### src/rtl/i_mem_loader.sv
// rtl/i_mem_loader.sv - streams a program into the instruction BRAM, zero-fills the rest, holds the CPU meanwhile.
// Optional bracket balance checker: define I_MEM_LOADER_BRACKET_CHECK_EN.
module i_mem_loader #(
  parameter int ADDR_WIDTH = 8,
  parameter int DATA_WIDTH = 8,
  parameter logic [DATA_WIDTH-1:0] TERM_BYTE = '0
) (
  input  logic                  clka,
  input  logic                  rsta,
  input  logic                  start,
  input  logic [DATA_WIDTH-1:0] in_data,
  input  logic                  in_valid,
  output logic                  in_ready,
  output logic                  wea,
  output logic [ADDR_WIDTH-1:0] addra,
  output logic [DATA_WIDTH-1:0] dia,
  output logic                  cpu_hold,
  output logic                  done,
  output logic [ADDR_WIDTH:0]   len,
  output logic                  bracket_err
);

  typedef enum logic [1:0] {IDLE, LOAD, CLEAR, DONE} state_t;

  localparam logic [ADDR_WIDTH-1:0] LAST_ADDR = '1;

  state_t                state, state_n;
  logic [ADDR_WIDTH-1:0] ptr, ptr_n, addra_n;
  logic [DATA_WIDTH-1:0] dia_n;
  logic [ADDR_WIDTH:0]   len_n;
  logic                  in_ready_n, wea_n, cpu_hold_n, done_n;
  logic                  accept;

  assign accept = in_valid && in_ready;

`ifdef I_MEM_LOADER_BRACKET_CHECK_EN
  localparam logic [DATA_WIDTH-1:0] OPEN_BR  = DATA_WIDTH'(8'h5B);
  localparam logic [DATA_WIDTH-1:0] CLOSE_BR = DATA_WIDTH'(8'h5D);
  logic [ADDR_WIDTH:0] depth, depth_n;
  logic                berr_n;
`endif

  // Outputs are registered copies of the *_n values, so a write shows up the cycle after its byte is accepted.
  always_comb begin
    state_n    = state;
    ptr_n      = ptr;
    len_n      = len;
    addra_n    = addra;
    dia_n      = dia;
    wea_n      = 1'b0;
    done_n     = 1'b0;
    in_ready_n = 1'b0;
    cpu_hold_n = cpu_hold;
`ifdef I_MEM_LOADER_BRACKET_CHECK_EN
    depth_n    = depth;
    berr_n     = bracket_err;
`endif
    case (state)
      IDLE: begin
        if (start) begin
          state_n    = LOAD;
          ptr_n      = '0;
          len_n      = '0;
          cpu_hold_n = 1'b1;
          in_ready_n = 1'b1;
`ifdef I_MEM_LOADER_BRACKET_CHECK_EN
          depth_n    = '0;
          berr_n     = 1'b0;
`endif
        end
      end
      LOAD: begin
        in_ready_n = 1'b1;
        if (accept) begin
          if (in_data == TERM_BYTE) begin
            state_n    = CLEAR;
            in_ready_n = 1'b0;
          end else begin
            wea_n   = 1'b1;
            addra_n = ptr;
            dia_n   = in_data;
            ptr_n   = ptr + 1'b1;
            len_n   = len + 1'b1;
`ifdef I_MEM_LOADER_BRACKET_CHECK_EN
            if (in_data == OPEN_BR) begin
              depth_n = depth + 1'b1;
            end else if (in_data == CLOSE_BR) begin
              if (depth == '0) berr_n = 1'b1;
              else             depth_n = depth - 1'b1;
            end
`endif
            if (ptr == LAST_ADDR) begin
              state_n    = DONE;
              in_ready_n = 1'b0;
            end
          end
        end
      end
      CLEAR: begin
        wea_n   = 1'b1;
        addra_n = ptr;
        dia_n   = '0;
        ptr_n   = ptr + 1'b1;
        if (ptr == LAST_ADDR) state_n = DONE;
      end
      DONE: begin
        done_n     = 1'b1;
        cpu_hold_n = 1'b0;
        state_n    = IDLE;
      end
      default: state_n = IDLE;
    endcase
`ifdef I_MEM_LOADER_BRACKET_CHECK_EN
    if (state_n == DONE && state != DONE && depth_n != '0) berr_n = 1'b1;
`endif
  end

  always_ff @(posedge clka) begin
    if (rsta) begin
      state    <= IDLE;
      ptr      <= '0;
      len      <= '0;
      addra    <= '0;
      dia      <= '0;
      wea      <= 1'b0;
      done     <= 1'b0;
      in_ready <= 1'b0;
      cpu_hold <= 1'b0;
    end else begin
      state    <= state_n;
      ptr      <= ptr_n;
      len      <= len_n;
      addra    <= addra_n;
      dia      <= dia_n;
      wea      <= wea_n;
      done     <= done_n;
      in_ready <= in_ready_n;
      cpu_hold <= cpu_hold_n;
    end
  end

`ifdef I_MEM_LOADER_BRACKET_CHECK_EN
  always_ff @(posedge clka) begin
    if (rsta) begin
      depth       <= '0;
      bracket_err <= 1'b0;
    end else begin
      depth       <= depth_n;
      bracket_err <= berr_n;
    end
  end
`else
  assign bracket_err = 1'b0;
`endif

endmodule

### config.mk
export PLATFORM = sky130hd
export DESIGN_NAME = i_mem_loader
export DESIGN_NICKNAME = d
export VERILOG_FILES = /design/src/rtl/i_mem_loader.sv
export SDC_FILE = /design/constraint.sdc
export NUM_CORES = 1
export LEC_CHECK = 0
export ABC_AREA = 1
export ABC_CLOCK_PERIOD_IN_PS = 4750
export CORE_MARGIN = 10
export CORE_UTILIZATION = 45
export CTS_BUF_LIST = sky130_fd_sc_hd__clkbuf_8
export DETAILED_ROUTE_END_ITERATION = 16
export PLACE_DENSITY = 0.73
export SETUP_SLACK_MARGIN = 0.1
export SLEW_MARGIN = 20
export SYNTH_ARGS = -nofsm -noshare
export SYNTH_HDL_FRONTEND = slang
export SYNTH_SLANG_ARGS = --single-unit
### constraint.sdc
create_clock -name clka -period 4.75 [get_ports clka]
set_input_delay 0.7125 -clock clka [delete_from_list [all_inputs] [get_ports clka]]
set_output_delay 0.7125 -clock clka [all_outputs]
set_load 0.02 [all_outputs]
# Word-level counts from Yosys, hierarchy flattened
# Cells that the tools add are included.
[word_totals]
regBits = 39
output_inout_bits = 30
input_bits = 12
elab_cells = 60
[op_classes]
add_sub_neg = 2
muxes = 30
reduce_logical = 12
eq_ne = 7
[ops]
columns = ["cell", "n"]
rows = [
  ["$mux 8", 7],
  ["$pmux 8 s2", 2],
  ["$mux 9", 3],
  ["$pmux 8 s3", 1],
  ["$pmux 9 s2", 1],
  ["$add 9x1->9 const B", 1],
  ["$add 8x1->8 const B", 1],
  ["$eq 8x8->1 const B", 1],
  ["$logic_not 8->1", 1],
  ["$mux 1", 8],
  ["$mux 2", 4],
  ["$pmux 2 s4", 1],
  ["$reduce_and 4->1", 2],
  ["$ne 2x2->1 const B", 3],
  ["$pmux 1 s2", 3],
  ["$reduce_bool 2->1", 3],
  ["$eq 2x2->1 const B", 2],
  ["$reduce_and 2->1", 2],
  ["$reduce_and 3->1", 1],
  ["$reduce_bool 3->1", 1],
  ["$eq 2x1->1 const B", 1],
  ["$logic_not 2->1", 1],
  ["$logic_and 1x1->1", 1],
]

# Depth between registers and ports, before layout
# Gate-level depths: netlist of run 1.
[depth]
word_depth = 5
ltp_mapped = 10
depth_no_buf = 10

# Worst setup path before layout of run 1
# Ideal clock, no wire load.
[synth_timing]
path_type = "input to register"
from = "input port in_data[2]"
to = "register dia[5]"
n_path_buf = 1
t_required_ps = 4682
setup_slack_ps = 3191
setup_time_ps = 68
arrival_time_ps = 1491
path_stages = 8
cell_sequence = "nor2_1 nand2_1 nor2_4 nand2_4 nand3_4 buf_12 nand2_2 a21oi_2"
[synth_between]
elab_chain_len = 3
[synth_lines]
columns = ["element", "line_no", "source"]
rows = [
  ["start, declared", "11", "input logic [DATA_WIDTH-1:0] in_data,"],
  ["$logic_not 8->1", "75", "if (in_data == TERM_BYTE) begin"],
  ["$ne 2x2->1 (no source line)", "--", ""],
  ["$reduce_and 3->1 (no source line)", "--", ""],
  ["end signal, assigned", "134", "dia <= dia_n;"],
  ["end, declared", "16", "output logic [DATA_WIDTH-1:0] dia,"],
]
# Every way passes these cells.
# A chain may end at the register's enable or synchronous reset.

# Worst setup path in the final report of run 1
[layout_timing]
from = "register len[6]"
to = "output port len[6]"
[layout_rtl]
columns = ["element", "line_no", "source"]
rows = [
  ["start, declared", "19", "output logic [ADDR_WIDTH:0] len,"],
  ["start signal, assigned", "132", "len <= len_n;"],
]
# No word-level cell between the ends.

==> key figures, run 1 <==
Synth
  • Compound-gate portion of the synthesized area: 12.7%
  • Syn Nets: 323
  • Largest family of logic cells by synthesized area: simple AND/OR/NAND/NOR gates
  • Ys Warns: 0
  • Top-count cell post-synth: nand2_1
  • Post-synthesis mux area share: 0%
  • Avg Inst Size Synth: 6.91 sq um
  • Most common library cells after synthesis: nand2_1, dfxtp_1, nor2_1, a21oi_1, inv_1
  • Adder-Cell Fraction of Synth Area: 4.17%
  • Post-Synth XOR/XNOR Area: 0.417%
  • Ys flop type: dfxtp_1
  • Post-Syn Area: 2100 sq um
  • Synth area leaders: dfxtp_1, nand2_1, a21oi_1
  • Cell variety after synth: 34
  • Asr flop ratio synth: 0%
  • Share of the synthesized area in the top cell type: 37.1%
  • Post-synth EDFFs: 0
  • Synth Instances: 304
  • Post-synthesis sequential area ratio: 37.1%
  • Synth area leader: dfxtp_1
  • Simple-gate portion of the synthesized area: 36.4%
  • Register bit count reported by yosys: 39

Critical path
  • Worst EP required: 4.04 ns
  • Crit path DAT: 1.37 ns
  • Slowest stage delay, CP: 0.65 ns
  • Max FO, Critical Path: 6
  • Crit path cell chain: clkdlybuf4s50_1
  • Crit end category: output port
  • CP bufs+invs: 1
  • Critical-path top delay cell: clkdlybuf4s50_1
  • Crit start category: flop
  • Crit path max-delay family: buffers and inverters
  • Setup Crit Path Kind: reg2out

GRT
  • Vias in the first global route: 1793
  • Initial antenna violation count: 0
  • Grt total ovfl: 0
  • First-pass GRT wire length: 8630 microns
  • Gr usage total: 13.6%
  • Largest net degree at the start of global routing: 36

CTS
  • Skew-Pair Late Insertion Delay: 0.30 ns
  • # hold bufs at CTS: 0
  • Max Buffers Root-to-Sink: 2
  • CTS tree: done
  • CTS resizes: 0
  • Setup repair bufs after CTS: 0
  • Clock sinks: 39
  • CTS clk-pin slew, worst paths: 0.08 ns
  • Clock Root Buffer: clkbuf_8
  • Number of CTS-inserted buffers: 5
  • # H-tree levels: 2

Hold path
  • Worst Hold Class: reg2reg

Layout
  • Post-route cell area: 2630 sq um
  • Number of antenna cells inserted: 0
  • FF/Latch Area: 781 sq um
  • Post-layout util: 59.3%
  • Area growth from synthesis to layout: 25.3%
  • Layout cell share with drive strength beyond 1: 7.89%
  • Nets: 360
  • Area of the multi-input gates: 1130 sq um
  • Layout fillers: 426

Placed design
  • RePlAce Congestion: 0.881
  • Placed instance area: 2500 sq um
  • Post-DP HPWL: 3780 microns
  • I/O Buffers: 40

STA
  • Worst Max-Slew Pin Slew: 0.585 ns
  • Fin crit share: 43.8%
  • RSZ-0062 raised after global routing: false
  • Number of setup violations in the final report: 0
  • Rel. slew slack: 60.9%
  • Hold Vio Cnt, Final: 0
  • Min Tclk post-route: 2.08 ns
  • Fin Clk Skew: 0.00662 ns
  • Peak Freq: 0.481 GHz
  • Final max-slew violation count: 0
  • Final TNS setup: 0 ns

Routing
  • Vias/cell: 5.21
  • Routed len/inst: 13.3 microns
  • Routed wire length: 5250 microns
  • Vias: 2052
  • Final ANT Viol Nets: 0
  • TritonRoute pass-1 iters: 4
  • Number of DRC markers in iteration 0: 134
  • # DRC: 0

Floorplanning
  • Die footprint: 7800 sq um
  • Chip height: 88.3 microns
  • Number of cell rows: 24
  • Core area: 4440 sq um
  • Die width: 88.3 microns
  • Initial Util: 47.3%
  • Top-Level Pins: 42

Power and ir drop
  • Pwr dens: 331 nW/um^2
  • P_leak: 0.992 nW
  • Max VDD drop: 0.182 mV

Run
  • Max-Cap Viols: 0

Outcome
  • Status: finished, final reports clean
[report_power, final]
group	switching, W	total (W)	internal (W)
clock network	0.000121	0.000329	0.000208
registers	0.0000107	0.000351	0.000340
logic	0.000129	0.000192	0.0000626
total	0.000261	0.000872	0.000611
[cell type report]
cell class	instances	share of cell area [%]
sequential	39	29.6
inverter	31	4.42
multi-input combinational	223	42.9
tap	52	2.47
clock buffer	5	2.61
timing repair buffer	41	15.5
clock inverter	3	2.42
[placed cells by master (no fill, tap or decap), types with 3 or more instances in the layout]
cell type,count
nor2_1,32
nand2_2,3
inv_2,3
o21ai_0,4
clkdlybuf4s50_1,40
nand3_1,9
clkbuf_8,5
ha_1,7
nand4_1,21
inv_1,27
dfxtp_1,39
a21oi_2,4
a21oi_1,29
nand2_1,94
[per-layer routing]
layer / wire length, microns / GRT usage (%) / up-vias
met5: 0 / 0 / -
met4: 83 / 5.14 / 0
li1: - / - / 1062
met2: 2520 / 22.0 / 48
met3: 303 / 4.23 / 9
met1: 2350 / 16.7 / 933
[stage by stage]
step | total power, W | std cells | hold slack [ns] | worst slack [ns]
6_report | 0.000872 | 394 | 0.464 | 2.67
5_1_grt | 0.000914 | 394 | 0.485 | 2.56
4_1_cts | 0.000875 | 394 | 0.470 | 2.66
3_5_place_dp | 0.000549 | 386 | 0.457 | 2.45
3_3_place_gp | 0.000547 | 386 | 0.455 | 2.44
2_1_floorplan | 0.000500 | 304 | 0.478 | 3.19
[sequential cells by signal, summed over array words and instances (netlist names)]
signal,flops
ptr,8
done,1
addra,8
wea,1
in_ready,1
cpu_hold,1
dia,8
state,2
len,9
[worst paths after layout]
| check | endpoint | slack [ns] | startpoint | cells past startpoint |
|---|---|---|---|---|
| worst min-delay path | addra[3]$_SDFFE_PP0P_ | 0.46 | addra[3]$_SDFFE_PP0P_ | 2 |
| worst max register to register | dia[6]$_SDFFE_PP0P_ | 2.75 | state[1]$_SDFFE_PP0P_ | 6 |
| worst min register to register | addra[3]$_SDFFE_PP0P_ | 0.46 | addra[3]$_SDFFE_PP0P_ | 2 |
| worst max-delay path | len[6] | 2.67 | len[6]$_SDFFE_PP0P_ | 1 |
[worst reg2reg max path, cell delays in order (launching register included)]
cell and delay [ns]:
dfxtp_1 0.33, inv_1 0.13, ha_1 0.39, inv_2 0.19, nor2_1 0.50, nand4_1 0.23, a21oi_2 0.17
[kinds of logic (layout without fill, tap and decap cells)]
kind of cell	count (synthesis)	after routing
other cells	1	1
compound gates	45	45
simple gates	169	169
buf+inv	42	80
flops	39	39
xor+xnor	1	1
fa+ha+maj	7	7
Power figures use the tool's default switching activity.
==> inputs of run 2 (changes only) <==
--- a/config.mk
+++ b/config.mk
@@ -6,12 +6,12 @@
 export NUM_CORES = 1
 export LEC_CHECK = 0
 export ABC_AREA = 1
-export ABC_CLOCK_PERIOD_IN_PS = 4750
+export ABC_CLOCK_PERIOD_IN_PS = 1840
 export CORE_MARGIN = 10
 export CORE_UTILIZATION = 45
 export CTS_BUF_LIST = sky130_fd_sc_hd__clkbuf_8
 export DETAILED_ROUTE_END_ITERATION = 16
-export PLACE_DENSITY = 0.73
+export PLACE_DENSITY = 0.76
 export SETUP_SLACK_MARGIN = 0.1
 export SLEW_MARGIN = 20
 export SYNTH_ARGS = -nofsm -noshare
==> constraint.sdc (replaced) <==
create_clock -name clka -period 1.84 [get_ports clka]
set_input_delay 0.276 -clock clka [delete_from_list [all_inputs] [get_ports clka]]
set_output_delay 0.276 -clock clka [all_outputs]
set_load 0.02 [all_outputs]
==> run 2 against run 1 <==
Combinational power grew to 2.9 times the previous value; non-clock buffer count rose by 8; clock power rose by 97%; clock skew grew 0.0021 ns; critical path type unchanged; largest power group unchanged.
==> key figures, run 2 (same netlist as run 1, synthesis figures left out) <==
Layout
  • Most frequent cells in the layout: nand2_1, clkdlybuf4s50_1, dfxtp_1, nor2_1, a21oi_1
  • Post-route cell area: 2710 sq um
  • Number of antenna cells inserted: 0
  • FF/Latch Area: 782 sq um
  • Area growth from synthesis to layout: 28.9%
  • Reg with most FFs: len
  • Layout fillers: 412
  • Area of the multi-input gates: 1170 sq um
  • Commonest non-fill, non-tap cell in the layout: nand2_1
  • Layout cell share with drive strength beyond 1: 11.4%
  • Nets: 368
  • Number of flip-flops in the largest register: 9

Critical path
  • CP bufs+invs: 1
  • Crit path cell chain: clkdlybuf4s50_1
  • Critical-path top delay cell: clkdlybuf4s50_1
  • Max FO, Critical Path: 5
  • Setup Crit Path Kind: reg2out
  • Crit end category: output port
  • Crit path DAT: 1.38 ns
  • Crit start category: flop
  • Slowest stage delay, CP: 0.65 ns
  • Crit path max-delay family: buffers and inverters
  • Worst EP required: 1.56 ns

Placed design
  • Pre-CTS setup slack: 0.136 ns
  • Placed instance area: 2560 sq um
  • Post-DP HPWL: 3880 microns
  • I/O Buffers: 40
  • RePlAce Congestion: 0.822

Routing
  • # DRC: 0
  • Vias: 2066
  • Routed len/inst: 12.9 microns
  • Final ANT Viol Nets: 0
  • Number of DRC markers in iteration 0: 98
  • Vias/cell: 5.14
  • TritonRoute pass-1 iters: 6
  • Routed wire length: 5170 microns

CTS
  • Skew-Pair Late Insertion Delay: 0.30 ns
  • Clock Root Buffer: clkbuf_8
  • # hold bufs at CTS: 0
  • CTS clk-pin slew, worst paths: 0.08 ns
  • Number of CTS-inserted buffers: 5
  • Clock sinks: 39
  • CTS tree: done
  • Setup repair bufs after CTS: 0
  • Max Buffers Root-to-Sink: 2
  • # H-tree levels: 2

STA
  • Peak Freq: 0.604 GHz
  • Final max-slew violation count: 0
  • Number of setup violations in the final report: 0
  • Final hold slack: 0.466 ns
  • Fin crit share: 90.0%
  • Final TNS setup: 0 ns
  • Final WS setup: 0.184 ns
  • Hold Vio Cnt, Final: 0
  • Min Tclk post-route: 1.66 ns
  • RSZ-0062 raised after global routing: false
  • Fin Clk Skew: 0.00875 ns

Outcome
  • Status: finished, final reports clean

GRT
  • Gr usage total: 13.9%
  • Vias in the first global route: 1962
  • Largest net degree at the start of global routing: 23
  • First-pass GRT wire length: 8770 microns
  • Initial antenna violation count: 0
  • Grt total ovfl: 0

Floorplanning
  • Number of cell rows: 24
  • Top-Level Pins: 42
  • Core area: 4440 sq um
  • Die width: 88.3 microns
  • Initial Util: 47.3%
  • Die footprint: 7800 sq um
  • Chip height: 88.3 microns

Power and ir drop
  • P_leak: 1.02 nW
  • Max VDD drop: 0.373 mV
  • Pwr dens: 780 nW/um^2
  • Final Power: 0.00211 W

Run
  • Max-Cap Viols: 0

Hold path
  • Worst Hold Class: reg2reg
## run 2: per-layer routing
layer	up-vias	global-route usage (%)	wire length, microns
met3	10	5.24	347
met2	51	22.8	2430
met4	0	5.87	115
met5	-	0	0
li1	1076	-	-
met1	929	15.8	2280
## run 2: final timing paths
check	startpoint	end	slack, ns	cells past startpoint
max reg2reg	state[1]$_SDFFE_PP0P_	len[1]$_SDFFE_PP0P_	0.22	10
max	len[2]$_SDFFE_PP0P_	len[2]	0.18	1
min reg2reg	dia[3]$_SDFFE_PP0P_	dia[3]$_SDFFE_PP0P_	0.47	2
min	dia[3]$_SDFFE_PP0P_	dia[3]$_SDFFE_PP0P_	0.47	2
## run 2: area by class of cell
class	instances	area share, %
multi-input combinational	223	43.3
sequential	39	28.9
timing repair buffer	49	17.3
inverter	31	4.30
clock buffer	7	3.56
tap	52	2.40
clock inverter	1	0.277
## run 2: what timing repair did
action / CTS / global route
hold endpoints to repair: 0 / 0
endpoints found under the setup margin: 0 / 33
resized for setup: 0 / 9
## run 2: report_power, final
group | internal [W] | switching [W] | leakage [nW]
logic | 0.000207 | 0.000348 | 0.650
clock network | 0.000341 | 0.000308 | 0.0505
registers | 0.000879 | 0.0000315 | 0.316
total | 0.00143 | 0.000687 | 1.02
## run 2: metrics by stage
step                      util, %  std cells
after floorplan                 -        304
after global placement       57.6        394
after detailed placement     57.6        394
after CTS                    60.0        402
after global routing         61.0        402
final                        61.0        402
==> inputs of run 3 (changes only) <==
--- a/config.mk
+++ b/config.mk
@@ -8,11 +8,12 @@
 export ABC_AREA = 1
 export ABC_CLOCK_PERIOD_IN_PS = 1840
 export CORE_MARGIN = 10
-export CORE_UTILIZATION = 45
+export CORE_UTILIZATION = 48
 export CTS_BUF_LIST = sky130_fd_sc_hd__clkbuf_8
 export DETAILED_ROUTE_END_ITERATION = 16
-export PLACE_DENSITY = 0.76
+export PLACE_DENSITY = 0.8
 export SETUP_SLACK_MARGIN = 0.1
+export SKIP_CTS_REPAIR_TIMING = 1
 export SLEW_MARGIN = 20
 export SYNTH_ARGS = -nofsm -noshare
 export SYNTH_HDL_FRONTEND = slang
==> run 3 against run 2 <==
Clock skew is 0.00065 ns lower; worst setup slack got worse by 0.0065 ns; highest routed layer unchanged; worst hold slack got worse by 0.00089 ns; non-clock buffer count down 1; critical path type is now reg2reg; register-to-register slack worse by 0.04 ns; cell area down 0.92%.
==> key figures, run 3 (same netlist as run 1, synthesis figures left out) <==
Outcome
  • Status: finished, final reports clean

Floorplanning
  • Die footprint: 7430 sq um
  • Core area: 4290 sq um
  • Chip height: 86.2 microns
  • Top-Level Pins: 42
  • Number of cell rows: 24
  • Initial Util: 49.0%
  • Die width: 86.2 microns

Critical path
  • Crit Reg-Reg Startpoint: state[1]$_SDFFE_PP0P_
  • End of the worst register-to-register path: addra[0]$_SDFFE_PP0P_
  • Setup Crit Path Kind: reg2reg
  • Critical path startpoint: state[1]$_SDFFE_PP0P_
  • Crit path DAT: 1.86 ns
  • Reg2reg path depth: 8
  • Max FO, Critical Path: 16
  • Crit start category: flop
  • Reg2reg setup slack: 0.18 ns
  • Crit end category: flop
  • Worst EP required: 2.04 ns
  • Worst setup endpoint: addra[0]$_SDFFE_PP0P_

Power and ir drop
  • Sw Pwr: 0.000707 W
  • Max VDD drop: 0.406 mV
  • Sw frac: 34.5%
  • Pwr dens: 764 nW/um^2
  • Logic gate share of total power: 26.7%
  • P_leak: 0.988 nW
  • P_int: 0.00134 W
  • Sequential Power Share: 44.2%
  • Clock power frac: 29.1%

CTS
  • CTS tree: done
  • Max Buffers Root-to-Sink: 2
  • CTS clk-pin slew, worst paths: 0.08 ns
  • Number of CTS-inserted buffers: 5
  • Clock sinks: 39
  • Skew-Pair Late Insertion Delay: 0.30 ns
  • # H-tree levels: 2
  • Clock Root Buffer: clkbuf_8

Layout
  • Area of the multi-input gates: 1170 sq um
  • Layout cell share with drive strength beyond 1: 10.9%
  • Reg with most FFs: len
  • Number of antenna cells inserted: 0
  • FF/Latch Area: 782 sq um
  • Area growth from synthesis to layout: 27.7%
  • Most frequent cells in the layout: nand2_1, clkdlybuf4s50_1, dfxtp_1, nor2_1, a21oi_1
  • Nets: 367
  • Commonest non-fill, non-tap cell in the layout: nand2_1
  • Number of flip-flops in the largest register: 9
  • Layout fillers: 377

STA
  • Min Tclk post-route: 1.66 ns
  • Final TNS setup: 0 ns
  • Number of setup violations in the final report: 0
  • Peak Freq: 0.602 GHz
  • Final hold slack: 0.465 ns
  • Fin crit share: 90.3%
  • RSZ-0062 raised after global routing: true
  • Final max-slew violation count: 0
  • Fin Clk Skew: 0.00810 ns
  • Hold Vio Cnt, Final: 0

Routing
  • Vias/cell: 5.10
  • Final ANT Viol Nets: 0
  • Number of DRC markers in iteration 0: 80
  • Vias: 2046
  • # DRC: 0
  • Routed wire length: 5250 microns
  • Routed len/inst: 13.1 microns
  • TritonRoute pass-1 iters: 4

Run
  • Max-Cap Viols: 0

GRT
  • M3 GR Usage: 4.22%
  • Gr usage total: 13.8%
  • Met2 Resource Use GR: 22.2%
  • Gr busiest metal: met2
  • Initial antenna violation count: 0
  • Largest net degree at the start of global routing: 17
  • Grt total ovfl: 0
  • Vias in the first global route: 1922
  • Met1 usage in global routing: 16.2%
  • First-pass GRT wire length: 8540 microns

Placed design
  • RePlAce Congestion: 0.849
  • I/O Buffers: 40
  • Post-DP HPWL: 3780 microns

Hold path
  • Worst Hold Class: reg2reg
-- run 3: final cells by class --
type | count | share of cell area (%)
clock inverters | 3 | 0.886
clock buffers | 5 | 2.56
repair buffers | 48 | 17.2
inverters | 31 | 4.34
multi-input cells | 223 | 43.5
flip-flops and latches | 39 | 29.1
well taps | 52 | 2.42
-- run 3: metrics by stage --
stage / cell area (sq um) / setup WS [ns] / utilization [%] / cells / power [W]
2_1_floorplan: 2100 / 0.348 / - / 304 / 0.00129
3_3_place_gp: 2550 / 0.0998 / 59.5 / 393 / 0.00143
3_5_place_dp: 2550 / 0.0739 / 59.5 / 393 / 0.00144
4_1_cts: 2650 / 0.135 / 61.6 / 401 / 0.00203
5_1_grt: 2680 / 0.0677 / 62.5 / 401 / 0.00216
6_report: 2680 / 0.178 / 62.5 / 401 / 0.00205
-- run 3: power groups by stage --
stage                     sequential, W  clock [W]  combinational, W
after floorplan                0.000949          0          0.000342
after detailed placement       0.000926          0          0.000514
after CTS                      0.000906   0.000608          0.000517
after global routing           0.000913   0.000646          0.000606
after global placement         0.000924          0          0.000511
final                          0.000907   0.000598          0.000547
-- run 3: worst min path at each step --
stage                             to             startpoint  cells past startpoint  slack, ns
2_1_floorplan    in_ready$_SDFF_PP0_                  start                      2       0.44
3_3_place_gp     dia[4]$_SDFFE_PP0P_    dia[4]$_SDFFE_PP0P_                      2       0.45
3_5_place_dp   addra[6]$_SDFFE_PP0P_  addra[6]$_SDFFE_PP0P_                      2       0.46
4_1_cts          dia[1]$_SDFFE_PP0P_    dia[1]$_SDFFE_PP0P_                      2       0.47
5_1_grt          dia[1]$_SDFFE_PP0P_    dia[1]$_SDFFE_PP0P_                      2       0.49
6_report         dia[1]$_SDFFE_PP0P_    dia[1]$_SDFFE_PP0P_                      2       0.47
-- run 3: routing by layer --
layer,share of wire (%),vias to the layer above,wire length [microns]
li1,-,1069,-
met1,44,913,2330
met2,47,53,2450
met3,6.6,11,344
met4,2.5,0,131
met5,0,-,0
-- run 3: worst max-delay path, cell delays in order, from the launching register on --
cell	delay (ns)
dfxtp_1	0.33
inv_1	0.12
ha_2	0.27
buf_4	0.17
nor2_1	0.06
inv_2	0.18
nand3_4	0.23
nand2_1	0.13
a21oi_1	0.06
